`src/rtl/gtp_tx_sched.sv`:
```
// Round-robin TX frame scheduler for one GTP lane: SOF/DATA/EOF framing with K28.5 comma idle fill.
// Build option TXARB_CSUM_EN: inserts an XOR checksum word between the last DATA word and EOF.
module gtp_tx_sched #(
    parameter int NREQ   = 4,
    parameter int MAXLEN = 255,
    parameter int GAP    = 2
) (
    input  logic               clk,
    input  logic               rst,
    input  logic [NREQ-1:0]    req,
    input  logic [16*NREQ-1:0] data_in,
    input  logic [NREQ-1:0]    last_in,
    output logic [NREQ-1:0]    ack,
    output logic [15:0]        data_o,
    output logic               charisk_o,
    output logic               busy,
    output logic [2:0]         cur_id
);
    localparam logic [2:0] S_IDLE = 3'd0;
    localparam logic [2:0] S_DATA = 3'd2;
    localparam logic [2:0] S_EOF  = 3'd4;
`ifdef TXARB_CSUM_EN
    localparam logic [2:0] S_CSUM = 3'd3;
    localparam logic [2:0] S_TAIL = S_CSUM;
`else
    localparam logic [2:0] S_TAIL = S_EOF;
`endif

    localparam logic [15:0] W_IDLE   = 16'h50BC;
    localparam logic [7:0]  K_SOF    = 8'hFB;
    localparam logic [7:0]  K_EOF    = 8'hFD;
    localparam logic [7:0]  K_ERR    = 8'hFE;
    localparam logic [3:0]  GAP_MIN  = 4'(GAP);
    localparam logic [7:0]  LEN_LAST = 8'(MAXLEN - 1);

    logic [2:0]  state_reg;
    logic [15:0] data_reg;
    logic        charisk_reg;
    logic        busy_reg;
    logic        fe_reg;
    logic [2:0]  cur_id_reg;
    logic [2:0]  last_grant_reg;
    logic [3:0]  gap_reg;
    logic [7:0]  len_reg;
`ifdef TXARB_CSUM_EN
    logic [15:0] csum_reg;
`endif

    // Requester slices padded to 8 entries so the 3-bit id always indexes in range.
    logic [7:0]  req_ext;
    logic [7:0]  last_ext;
    logic [15:0] word_ext [8];

    generate
        for (genvar gi = 0; gi < 8; gi++) begin : g_ext
            if (gi < NREQ) begin : g_used
                assign req_ext[gi]  = req[gi];
                assign last_ext[gi] = last_in[gi];
                assign word_ext[gi] = data_in[16*gi +: 16];
            end else begin : g_pad
                assign req_ext[gi]  = 1'b0;
                assign last_ext[gi] = 1'b0;
                assign word_ext[gi] = 16'h0000;
            end
        end
    endgenerate

    logic        req_sel;
    logic        last_sel;
    logic [15:0] data_sel;
    assign req_sel  = req_ext[cur_id_reg];
    assign last_sel = last_ext[cur_id_reg];
    assign data_sel = word_ext[cur_id_reg];

    // A granted requester that drops req is aborted rather than acked.
    generate
        for (genvar gi = 0; gi < NREQ; gi++) begin : g_ack
            assign ack[gi] = (state_reg == S_DATA) && (cur_id_reg == 3'(gi)) && req[gi];
        end
    endgenerate

    // Round robin: rotate req so last_grant+1 sits at bit 0, take the lowest set bit.
    logic [2*NREQ-1:0] req_dbl;
    logic [NREQ-1:0]   req_rot;
    logic [3:0]        rr_base;
    logic [3:0]        rr_off;
    logic [3:0]        rr_raw;
    logic [3:0]        rr_sum;
    logic [2:0]        grant_next;
    logic              start;

    assign req_dbl = {req, req};
    assign rr_base = {1'b0, last_grant_reg} + 4'd1;
    assign req_rot = NREQ'(req_dbl >> rr_base);

    always_comb begin
        rr_off = 4'd0;
        for (int i = NREQ - 1; i >= 0; i--) begin
            if (req_rot[i]) begin
                rr_off = 4'(i);
            end
        end
        rr_raw = rr_base + rr_off;
        rr_sum = (rr_raw >= 4'(NREQ)) ? (rr_raw - 4'(NREQ)) : rr_raw;
        grant_next = rr_sum[2:0];
    end

    assign start = (gap_reg >= GAP_MIN) && (|req);

    always_ff @(posedge clk) begin
        if (rst) begin
            state_reg      <= S_IDLE;
            data_reg       <= W_IDLE;
            charisk_reg    <= 1'b1;
            busy_reg       <= 1'b0;
            fe_reg         <= 1'b0;
            cur_id_reg     <= 3'd0;
            last_grant_reg <= 3'(NREQ - 1);
            gap_reg        <= 4'd15;
            len_reg        <= 8'd0;
`ifdef TXARB_CSUM_EN
            csum_reg       <= 16'h0000;
`endif
        end else begin
            case (state_reg)
                S_IDLE: begin
                    charisk_reg <= 1'b1;
                    if (start) begin
                        data_reg       <= {5'b0, grant_next, K_SOF};
                        busy_reg       <= 1'b1;
                        cur_id_reg     <= grant_next;
                        last_grant_reg <= grant_next;
                        len_reg        <= 8'd0;
                        fe_reg         <= 1'b0;
`ifdef TXARB_CSUM_EN
                        csum_reg       <= 16'h0000;
`endif
                        state_reg      <= S_DATA;
                    end else begin
                        data_reg <= W_IDLE;
                        busy_reg <= 1'b0;
                        if (gap_reg != 4'd15) begin
                            gap_reg <= gap_reg + 4'd1;
                        end
                    end
                end
                S_DATA: begin
                    if (req_sel) begin
                        data_reg    <= data_sel;
                        charisk_reg <= 1'b0;
                        len_reg     <= len_reg + 8'd1;
`ifdef TXARB_CSUM_EN
                        csum_reg    <= csum_reg ^ data_sel;
`endif
                        // last_in wins over a simultaneous MAXLEN hit.
                        if (last_sel || (len_reg == LEN_LAST)) begin
                            fe_reg    <= !last_sel;
                            state_reg <= S_TAIL;
                        end
                    end else begin
`ifdef TXARB_CSUM_EN
                        data_reg    <= csum_reg;
                        charisk_reg <= 1'b0;
                        fe_reg      <= 1'b1;
                        state_reg   <= S_EOF;
`else
                        data_reg    <= {len_reg, K_ERR};
                        charisk_reg <= 1'b1;
                        gap_reg     <= 4'd0;
                        state_reg   <= S_IDLE;
`endif
                    end
                end
`ifdef TXARB_CSUM_EN
                S_CSUM: begin
                    data_reg    <= csum_reg;
                    charisk_reg <= 1'b0;
                    state_reg   <= S_EOF;
                end
`endif
                S_EOF: begin
                    data_reg    <= {len_reg, fe_reg ? K_ERR : K_EOF};
                    charisk_reg <= 1'b1;
                    gap_reg     <= 4'd0;
                    state_reg   <= S_IDLE;
                end
                default: begin
                    state_reg   <= S_IDLE;
                    data_reg    <= W_IDLE;
                    charisk_reg <= 1'b1;
                    busy_reg    <= 1'b0;
                end
            endcase
        end
    end

    assign data_o    = data_reg;
    assign charisk_o = charisk_reg;
    assign busy      = busy_reg;
    assign cur_id    = cur_id_reg;

endmodule

```
`config.mk`:
```
export PLATFORM = sky130hd
export DESIGN_NAME = gtp_tx_sched
export DESIGN_NICKNAME = d
export VERILOG_FILES = /design/src/rtl/gtp_tx_sched.sv
export SDC_FILE = /design/constraint.sdc
export NUM_CORES = 1
export LEC_CHECK = 0
export BUFFER_PORTS_ARGS = -buffer_cell sky130_fd_sc_hd__buf_2
export CAP_MARGIN = 10
export CORE_ASPECT_RATIO = 2
export CORE_UTILIZATION = 40
export CTS_BUF_LIST = sky130_fd_sc_hd__clkbuf_4 sky130_fd_sc_hd__clkbuf_8
export DETAILED_ROUTE_END_ITERATION = 8
export PLACE_DENSITY = 0.68
export SKIP_LAST_GASP = 1
export SYNTH_ARGS = -nofsm -noshare
export SYNTH_HDL_FRONTEND = slang
export SYNTH_SLANG_ARGS = --single-unit
```
`constraint.sdc`:
```
create_clock -name clk -period 3.5 [get_ports clk]
set_input_delay 0.175 -clock clk [delete_from_list [all_inputs] [get_ports clk]]
set_output_delay 0.175 -clock clk [all_outputs]
set_load 0.02 [all_outputs]
```
==> flow_summary.toml <==
[outcome]
status = "finished with violations"
violations = "design-rule violations"

[route]
ant_nets = 0
wl_met1_um = 2330
viasPerCell = 5.75
routed_wl_um = 6710
firstDrtPassIters = 6
drt-wirelength-per-cell_um = 16.4
highest_layer = "met4"
met2_length_um = 3980
drcViolationCount = 6
dr_wl_met3_um = 184
num_vias = 2347
drt_iter0_drc = 68

[grt]
grt_use_total_pct = 22.1
antenna_found_initial = 0
grt_max_degree = 24
grt_pass1_wl_um = 10900
grt_pass1_vias = 2401
grt_overflow = 0

[pwr]
p_total_mw = 1.92
leakagePower_nw = 1.31
combPwrFrac_pct = 51.3
p_sw_share_pct = 40.7
power_frac_seq_pct = 32.1
p_switching_uw = 783
ir_drop_v = 0.000389
p_int_mw = 1.14
power.share.clock_pct = 16.5
p_per_area_nw_per_um2 = 640

[finish]
final_common_cell = "buf_2"
largest_register_ffs = 16
nets = 431
nFillCells = 558
final_util_pct = 52.2
finalNonFillerCells = 408
final_cell_mix = "98 x buf_2, 38 x dfxtp_1, 27 x nand2_1"
area_delta_synth_final_pct = 25.2
final_layout_size_suffix_gt1_share_pct = 39.5
antennaDiodeCount = 0

[sta]
slew_headroom_pct = 55.4
hold_ws_ns = 0.245
hold_viol = 0
rsz0062_at_grt = "no"
fin_crit_sh_pct = 76.4
fin_tns_setup_ns = 0
period_needed_ns = 2.67
drv_slew = 0
tightest_slew_ns = 0.667
clock_skew_ns = 0.00345
finalSetupViolCount = 0
max_freq_mhz = 374

[clock_tree]
clock_path_buffers = 2
ctsHtreeMaxLevel = 2
cts_resized = 0
hold_buffers = 0
cts_sinks = 38
path_clk_slew_ns = 0.07
cts_root_buf = "clkbuf_8"
worstSkewPairLatency_ns = 0.29
cts_tree = "yes"
cts_made_buffers = 5
cts_setup_buffers = 0

[setup_path]
worst_setup_path_end_kind = "register"
cp_slowest_cell = "dfxtp_1"
crit_family = "compound AO/OA/AOI/OAI gates"
worstSetupPathType = "register to register"
start_kind = "register"
critPathBufInv = 0
setup.worst_path.start = "last_grant_reg[0]$_SDFFE_PP1P_"
crit_chain = "mux2_2 -> a22oi_1 -> o221ai_1 -> o211ai_1 -> a21oi_1 -> ha_1 -> a21o_1 -> nand3_1 -> or2_2 -> a31oi_1"
worstPathRequired_ns = 3.72
cpPeakStageDelay_ns = 0.59
reg2reg_from = "last_grant_reg[0]$_SDFFE_PP1P_"
worstPathArrival_ns = 2.90
cp_max_fo = 14

[synthesis]
synth_area_leader_cell = "dfxtp_1"
yosysWarnings = 0
syn_area_um2 = 2400
synth_seq_area_share_pct = 31.7
netlist_top_cells_area = "dfxtp_1 32%, mux4_2 17%, ha_1 5.2%"
synth-seq-cells = 38
async_flop_share_pct = 0
synth_cell_types = 51
synth-edff-count = 0
syn-instance-count = 255
synth_top_flop_cell = "dfxtp_1"
synth.avg_cell_area_um2 = 9.41
syn-num-nets = 340
yosysTopAreaCellShare_pct = 31.7

[floorplan]
core_area_um2 = 5760
initial_utilization_pct = 41.7
fp.dieArea_um2 = 6330
die_height_um = 112
num_rows = 39
ioPinCount = 99
die_w_um = 56.8

[hold_path]
hp-start = "rst"
hold_class = "input pin to register"

[placement]
place_congestion = 0.934
dp_hpwl_um = 5240
port_buffers = 98
placed_cells = 400

[run]
drv_cap = 0
## final timing paths
check / slack (ns) / cells after the start / endpoint
worst max register to register: 0.83 / 10 / data_o[10]$_SDFF_PP0_
worst max-delay path: 0.83 / 10 / data_o[10]$_SDFF_PP0_
worst min register to register: 0.48 / 2 / busy$_SDFFE_PP0P_
worst min-delay path: 0.24 / 2 / cur_id[0]$_SDFFE_PP0P_
## cell type report
type | count | area [µm²] | share of cell area (%)
clock buffer | 7 | 90.1 | 3.00
clock inverter | 1 | 5.00 | 0.167
inverter | 10 | 37.5 | 1.25
multi-input combinational | 189 | 1510 | 50.4
sequential | 38 | 761 | 25.3
tap | 61 | 76.3 | 2.54
timing repair buffer | 102 | 520 | 17.3
## power by group through the flow
stage               sequential, mW  combinational, mW  clock [mW]
global placement             0.622              0.974           0
global route                 0.636               1.08       0.351
CTS                          0.618              0.989       0.328
detailed placement           0.628              0.984           0
floorplan                    0.671              0.693           0
finish                       0.618              0.988       0.318
## layer usage
metal | track usage, % | vias to the layer above
li1 | - | 1129
met1 | 21.3 | 1143
met2 | 43.7 | 57
met3 | 2.32 | 18
met4 | 11.7 | 0
met5 | 0 | -
## cell families after synthesis
| logic type | share of synthesized area (%) |
|---|---|
| AO/OA/AOI/OAI | 14.8 |
| XOR/XNOR | 2.19 |
| adder cells (fa/ha/maj) | 6.05 |
| buffers and inverters | 5.16 |
| flip-flops | 31.7 |
| multiplexers | 18.6 |
| AND/OR/NAND/NOR | 21.5 |
## per-stage QoR
step	area, µm²	worst slack [ns]
4_1_cts	3000	0.824
3_3_place_gp	2910	0.949
5_1_grt	3000	0.597
2_1_floorplan	2400	1.02
6_report	3000	0.827
3_5_place_dp	2910	0.857
## cell usage after synthesis (all sizes together) (3+ instances only)
| cell | n |
|---|---|
| a21oi | 13 |
| a22oi | 4 |
| a31oi | 3 |
| buf | 5 |
| clkbuf | 13 |
| dfxtp | 38 |
| ha | 10 |
| inv | 10 |
| mux2i | 3 |
| mux4 | 18 |
| nand2 | 27 |
| nand2b | 4 |
| nand3 | 7 |
| nand3b | 3 |
| nand4 | 3 |
| nor2 | 25 |
| nor2b | 5 |
| nor3 | 5 |
| nor4 | 4 |
| nor4b | 3 |
| o21ai | 5 |
| or2 | 3 |
| or4 | 3 |
| xnor2 | 6 |
Note: power is estimated with default switching activity, not from simulation.
